[src/rtl/phase_timer_pkg.sv]
// -----------------------------------------------------------------------------
// phase_timer_pkg
//   Shared types and default constants for the phase_timer block.
//   - state_t     : control FSM state (IDLE / RUN)
//   - ser_state_t : serial frame shifter state (SER_IDLE / SER_SHIFT)
//   - DIV_DEF     : default clk cycles per count tick
//   - CNT_W_DEF   : default width of the count and of each serial frame
// -----------------------------------------------------------------------------
package phase_timer_pkg;

  typedef enum logic {
    IDLE = 1'b0,
    RUN  = 1'b1
  } state_t;

  typedef enum logic {
    SER_IDLE  = 1'b0,
    SER_SHIFT = 1'b1
  } ser_state_t;

  localparam int DIV_DEF   = 60;
  localparam int CNT_W_DEF = 8;

endpackage : phase_timer_pkg

[src/rtl/phase_timer_ser_shifter.sv]
// -----------------------------------------------------------------------------
// ser_shifter
//   Emits a captured count value as a CNT_W-bit serial frame, LSB first.
//   The frame starts the cycle after the capture strobe is seen; a new
//   capture during an active frame restarts it from bit 0 with no gap in
//   ser_we. Outside a frame ser_we and ser_out are both 0.
//
// Ports
//   clk      in   clock, rising edge
//   rst_n    in   asynchronous active-low reset
//   capture  in   1-cycle strobe: value holds a freshly updated count
//   value    in   CNT_W  count value to serialise
//   ser_out  out  serial data bit, valid while ser_we=1
//   ser_we   out  frame strobe, high for CNT_W consecutive cycles
// -----------------------------------------------------------------------------
module ser_shifter
  import phase_timer_pkg::*;
#(
  parameter int CNT_W = CNT_W_DEF
) (
  input  logic             clk,
  input  logic             rst_n,
  input  logic             capture,
  input  logic [CNT_W-1:0] value,
  output logic             ser_out,
  output logic             ser_we
);

  // Bit counter must be able to hold CNT_W itself (the "frame finished" mark).
  localparam int BIT_W = $clog2(CNT_W + 1);
  localparam logic [BIT_W-1:0] LAST_BIT = BIT_W'(CNT_W);

  ser_state_t       state_q, state_d;
  logic [CNT_W-1:0] shreg_q, shreg_d;
  logic [BIT_W-1:0] bit_q, bit_d;
  logic             out_d, we_d;

  // NOTE: every signal assigned in an always_comb gets a default first, so
  // no path leaves it unassigned and no latch is inferred.
  always_comb begin
    state_d = state_q;
    shreg_d = shreg_q;
    bit_d   = bit_q;
    out_d   = 1'b0;
    we_d    = 1'b0;

    if (capture) begin
      // Fresh value always wins: bit 0 goes out on the next cycle, and any
      // frame in progress is simply abandoned.
      state_d = SER_SHIFT;
      we_d    = 1'b1;
      out_d   = value[0];
      shreg_d = value >> 1;
      bit_d   = BIT_W'(1);
    end else begin
      unique case (state_q)
        SER_SHIFT: begin
          if (bit_q == LAST_BIT) begin
            state_d = SER_IDLE;
            shreg_d = '0;
            bit_d   = '0;
          end else begin
            we_d    = 1'b1;
            out_d   = shreg_q[0];
            shreg_d = shreg_q >> 1;
            bit_d   = bit_q + BIT_W'(1);
          end
        end
        default: begin
          // SER_IDLE: outputs stay at their 0 defaults.
        end
      endcase
    end
  end

  always_ff @(posedge clk or negedge rst_n) begin
    if (!rst_n) begin
      state_q <= SER_IDLE;
    end else begin
      state_q <= state_d;
    end
  end

  // NOTE: sequential state uses non-blocking assignments so every register
  // samples pre-edge values regardless of statement order.
  always_ff @(posedge clk or negedge rst_n) begin
    if (!rst_n) begin
      shreg_q <= '0;
      bit_q   <= '0;
      ser_out <= 1'b0;
      ser_we  <= 1'b0;
    end else begin
      shreg_q <= shreg_d;
      bit_q   <= bit_d;
      ser_out <= out_d;
      ser_we  <= we_d;
    end
  end

endmodule : ser_shifter

[src/rtl/phase_timer.sv]
// -----------------------------------------------------------------------------
// phase_timer
//   Tick-based down-counter. A clock divider produces one tick every DIV
//   running cycles; each tick decrements the count. On expiry the timer
//   either stops (RELOAD=0) or restarts from the last loaded duration
//   (RELOAD=1). Every count update is also sent out as a serial frame.
//
// Ports
//   clk        in   clock, rising edge
//   rst_n      in   asynchronous active-low reset
//   load       in   1-cycle request: load dur and start counting
//   dur        in   CNT_W  duration in ticks, sampled with load
//   pause      in   level: freezes divider, count and state while high
//   tick       out  1-cycle pulse when the divider wraps while running
//   remaining  out  CNT_W  current count (registered)
//   done       out  1-cycle pulse on expiry (or load of a zero duration)
//   busy       out  high while in RUN
//   ser_out    out  serial count data, LSB first, valid while ser_we=1
//   ser_we     out  frame strobe, CNT_W cycles per frame
// -----------------------------------------------------------------------------
module phase_timer
  import phase_timer_pkg::*;
#(
  parameter int DIV    = DIV_DEF,
  parameter int CNT_W  = CNT_W_DEF,
  parameter int RELOAD = 0
) (
  input  logic             clk,
  input  logic             rst_n,
  input  logic             load,
  input  logic [CNT_W-1:0] dur,
  input  logic             pause,
  output logic             tick,
  output logic [CNT_W-1:0] remaining,
  output logic             done,
  output logic             busy,
  output logic             ser_out,
  output logic             ser_we
);

  localparam int               DIV_W       = (DIV > 1) ? $clog2(DIV) : 1;
  localparam logic [DIV_W-1:0] DIV_LAST    = DIV_W'(DIV - 1);
  localparam logic [CNT_W-1:0] CNT_ONE     = CNT_W'(1);
  localparam bit               AUTO_RELOAD = (RELOAD != 0);

  state_t           state_q, state_d;
  logic [DIV_W-1:0] div_q, div_d;
  logic [CNT_W-1:0] rem_q, rem_d;
  logic [CNT_W-1:0] reload_q, reload_d;
  logic             tick_q, tick_d;
  logic             done_q, done_d;
  logic             cap_q, cap_d;
  logic             running;
  logic             wrap;

  assign running = (state_q == RUN) && !pause;
  assign wrap    = running && (div_q == DIV_LAST);

  // Next-state / next-datapath logic. load has absolute priority: on a load
  // edge the divider restarts and no tick, decrement or expiry happens.
  always_comb begin
    state_d  = state_q;
    div_d    = div_q;
    rem_d    = rem_q;
    reload_d = reload_q;
    tick_d   = 1'b0;
    done_d   = 1'b0;
    cap_d    = 1'b0;

    if (load) begin
      cap_d = 1'b1;
      div_d = '0;
      if (dur != '0) begin
        rem_d    = dur;
        reload_d = dur;
        state_d  = RUN;
      end else begin
        // A zero duration expires immediately.
        rem_d   = '0;
        state_d = IDLE;
        done_d  = 1'b1;
      end
    end else if (running) begin
      if (wrap) begin
        div_d  = '0;
        tick_d = 1'b1;
        cap_d  = 1'b1;
        if (rem_q > CNT_ONE) begin
          rem_d = rem_q - CNT_ONE;
        end else if (AUTO_RELOAD) begin
          rem_d  = reload_q;
          done_d = 1'b1;
        end else begin
          // Expiry lands on 0 and never goes below it.
          rem_d   = '0;
          state_d = IDLE;
          done_d  = 1'b1;
        end
      end else begin
        div_d = div_q + DIV_W'(1);
      end
    end
  end

  always_ff @(posedge clk or negedge rst_n) begin
    if (!rst_n) begin
      state_q <= IDLE;
    end else begin
      state_q <= state_d;
    end
  end

  always_ff @(posedge clk or negedge rst_n) begin
    if (!rst_n) begin
      div_q    <= '0;
      rem_q    <= '0;
      reload_q <= '0;
      tick_q   <= 1'b0;
      done_q   <= 1'b0;
      cap_q    <= 1'b0;
    end else begin
      div_q    <= div_d;
      rem_q    <= rem_d;
      reload_q <= reload_d;
      tick_q   <= tick_d;
      done_q   <= done_d;
      cap_q    <= cap_d;
    end
  end

  assign tick      = tick_q;
  assign done      = done_q;
  assign remaining = rem_q;
  assign busy      = (state_q == RUN);

  // cap_q is high for the one cycle in which rem_q holds the freshly
  // updated count, so the shifter can read remaining directly.
  ser_shifter #(
    .CNT_W (CNT_W)
  ) u_ser_shifter (
    .clk     (clk),
    .rst_n   (rst_n),
    .capture (cap_q),
    .value   (rem_q),
    .ser_out (ser_out),
    .ser_we  (ser_we)
  );

endmodule : phase_timer

[config.mk]
export PLATFORM = sky130hd
export DESIGN_NAME = phase_timer
export DESIGN_NICKNAME = d
export VERILOG_FILES = /design/src/rtl/phase_timer_pkg.sv /design/src/rtl/phase_timer_ser_shifter.sv /design/src/rtl/phase_timer.sv
export SDC_FILE = /design/constraint.sdc
export NUM_CORES = 1
export LEC_CHECK = 0
export BUFFER_PORTS_ARGS = -buffer_cell sky130_fd_sc_hd__buf_2
export CORE_ASPECT_RATIO = 1.2
export CORE_MARGIN = 2
export CORE_UTILIZATION = 35
export DETAILED_ROUTE_END_ITERATION = 8
export GPL_TIMING_DRIVEN = 0
export PLACE_DENSITY = 0.54
export SLEW_MARGIN = 20
export SYNTH_ARGS = -nofsm -noshare
export SYNTH_HDL_FRONTEND = slang
export SYNTH_SLANG_ARGS = --single-unit
[constraint.sdc]
create_clock -name clk -period 2.3 [get_ports clk]
set_input_delay 0.46 -clock clk [delete_from_list [all_inputs] [get_ports clk]]
set_output_delay 0.46 -clock clk [all_outputs]
set_load 0.05 [all_outputs]
==> impl_metrics.json <==
{
  "vias": 1394,
  "synth-main-ff-cell": "dfrtp_1",
  "start_util_pct": 36.0,
  "synth_edf_count": 0,
  "dieArea_mm2": 0.00525,
  "tns_ns": 0,
  "drt-initial-drc-count": 41,
  "critPathLaunchType": "flip-flop",
  "skew_ns": 0.00531,
  "cts_tree": "done",
  "ctsResizeCount": 0,
  "end_kind": "flip-flop",
  "place_hpwl_um": 2830,
  "drive_gt1_share_pct": 18.5,
  "io_buffers": 23,
  "areaGrowthSynthToFinish_pct": 16.4,
  "hold_viol_final": 0,
  "crit_end": "remaining[0]",
  "arrival_ns": 2.15,
  "wire_per_inst_um": 15.5,
  "synth_top_area_share_pct": 47.3,
  "cts-root-buf": "clkbuf_8",
  "drt_first_pass_iters": 4,
  "antenna_found_initial": 0,
  "antenna_cells": 0,
  "min_period_ns": 1.94,
  "worst_pin_slew_ns": 0.717,
  "drt_wl_total_um": 4010,
  "grt_max_degree": 32,
  "die_x_um": 66.5,
  "ant_nets": 0,
  "core_mm2": 0.00456,
  "clk_pin_slew_ns": 0.07,
  "netlist_top_cells_count": "31 x dfrtp_1, 19 x a21oi_1, 13 x nand2_1",
  "overflow": 0,
  "slew_viol_final": 0,
  "synth_largest_area_cell": "dfrtp_1",
  "critPathLaunch": "remaining[0]",
  "cts_buffers": 5,
  "grt_pass1_wl_um": 6690,
  "max_freq_mhz": 515,
  "timing.final.crit_share_pct": 84.5,
  "finalSetupViolCount": 0,
  "grt_usage_pct": 16.7,
  "post-synth-top-count-cell": "dfrtp_1",
  "cts_setup_buffers": 0,
  "gp_congestion": 0.749,
  "cts_sinks": 31,
  "ys_warn_count": 0,
  "ios": 25,
  "postCtsHoldBufs": 0,
  "ys_types": 42,
  "avgSynthCellArea_um2": 9.71,
  "reg2reg_slack_ns": 0.36,
  "rsz0062_at_grt": "false",
  "p_leak_uw": 0.000846,
  "ctsHtreeMaxLevel": 2,
  "setup.worst_path.class": "flip-flop to flip-flop",
  "viasPerCell": 5.40,
  "relSlewSlack_pct": 52.2,
  "powerDensity_mw_per_mm2": 657,
  "synthCells": 169,
  "fp-row-count": 27,
  "synth_area_leaders": "dfrtp_1 47%, a21oi_1 5.8%, ha_1 3.8%",
  "netlist_area_mm2": 0.00164,
  "fin_util_pct": 41.9,
  "max-vdd-ir-drop_uv": 370,
  "worstReg2RegStart": "remaining[0]",
  "clockBufferDepth": 2,
  "reg2reg_depth": 7,
  "worstPathMaxFanout": 8,
  "drc": 0,
  "outcome": "finished clean",
  "fin_nets": 216,
  "yosys_register_bits": 31,
  "r2r_end": "remaining[0]",
  "synth.yosys.seq_area_share_pct": 47.3,
  "grt_pass1_vias": 1383,
  "die_y_um": 79.0,
  "clk_latency_ns": 0.28,
  "worstPathRequired_ns": 2.51,
  "cap_violations": 0,
  "synth_nets": 186,
  "hp-class": "input port to asynchronous set/reset pin",
  "synthArstFlopShare_pct": 100
}
[through the flow]
| stage | total power (µW) | hold WS, ns | area (µm²) | instances | worst slack [ns] |
|---|---|---|---|---|---|
| after floorplan | 784 | 0.164 | 1640 | 169 | 0.216 |
| after global placement | 850 | 0.494 | 1830 | 250 | 0.410 |
| after detailed placement | 858 | 0.492 | 1830 | 250 | 0.398 |
| after CTS | 1270 | 0.252 | 1910 | 258 | 0.369 |
| after global routing | 1330 | 0.270 | 1910 | 258 | 0.243 |
| final | 1250 | 0.232 | 1910 | 258 | 0.357 |
[cell usage in the layout, fill, tap and decap left out, types with 2 or more instances in the layout]
cell type  count
nor2_1        10
clkbuf_1       7
o31a_1         2
inv_1         11
nand2_1       13
and3_1         2
buf_6          2
nor2b_1        4
or3_1          3
o21ai_0        6
nand3_1        4
buf_2         23
mux2i_1        3
a221o_1        2
nor4_1         8
dfrtp_1       31
a31oi_1        2
nand2b_1       5
clkbuf_8       5
a221oi_1       6
a21boi_0       2
nor3_1         2
nand3b_1       3
a21oi_1       19
ha_1           5
[per-layer routing]
| layer | wire length, µm | global-route usage (%) |
|---|---|---|
| met2 | 2020 | 27.9 |
| met5 | 0 | 0 |
| met4 | 65 | 5.92 |
| met3 | 163 | 4.82 |
| met1 | 1760 | 20.2 |
[cell families after synthesis]
kind of cell,after synthesis,share of synthesized area (%)
xor gates and xnor gates,2,1.07
AOI/OAI and AO/OA,46,18.3
muxes,3,1.83
and+or+nand+nor,64,22.7
adders and majority gates,5,3.81
buffers and inverters,18,5.03
DFF,31,47.3
[flip-flops by register name, indices dropped and copies added (netlist names), 4 cells and up]
name / flops
remaining: 8
u_ser_shifter.shreg_q: 7
div_q: 6
u_ser_shifter.bit_q: 4
[where the power goes]
group | switching [µW] | internal (µW)
Sequential | 44.3 | 585
Combinational | 150 | 70.3
Clock | 193 | 212
[worst min-delay path by stage]
stage / startpoint / to / slack, ns
after CTS: rst_n / remaining[5] / 0.25
after global placement: u_ser_shifter.shreg_q[6] / u_ser_shifter.shreg_q[6] / 0.49
after floorplan: rst_n / busy / 0.16
after global routing: rst_n / remaining[7] / 0.27
final: rst_n / remaining[7] / 0.23
after detailed placement: u_ser_shifter.shreg_q[6] / u_ser_shifter.shreg_q[6] / 0.49
[worst max-delay path, stage by stage (launching register included)]
cell and delay, ns:
dfrtp_1 0.48, inv_1 0.10, ha_1 0.27, or2_1 0.26, and3_1 0.18, buf_6 0.13, or3_1 0.31, a21oi_1 0.13
[final cells by class]
type / count / area (µm²)
Sequential cell: 31 / 776
Inverter: 11 / 41.3
Timing Repair Buffer: 23 / 115
Clock buffer: 7 / 76.3
Buffer: 7 / 41.3
Clock inverter: 1 / 5.00
Tap cell: 58 / 72.6
Multi-Input combinational cell: 120 / 782
Fill cell: 469 / 2650
Note: power is estimated with default switching activity, not from simulation.
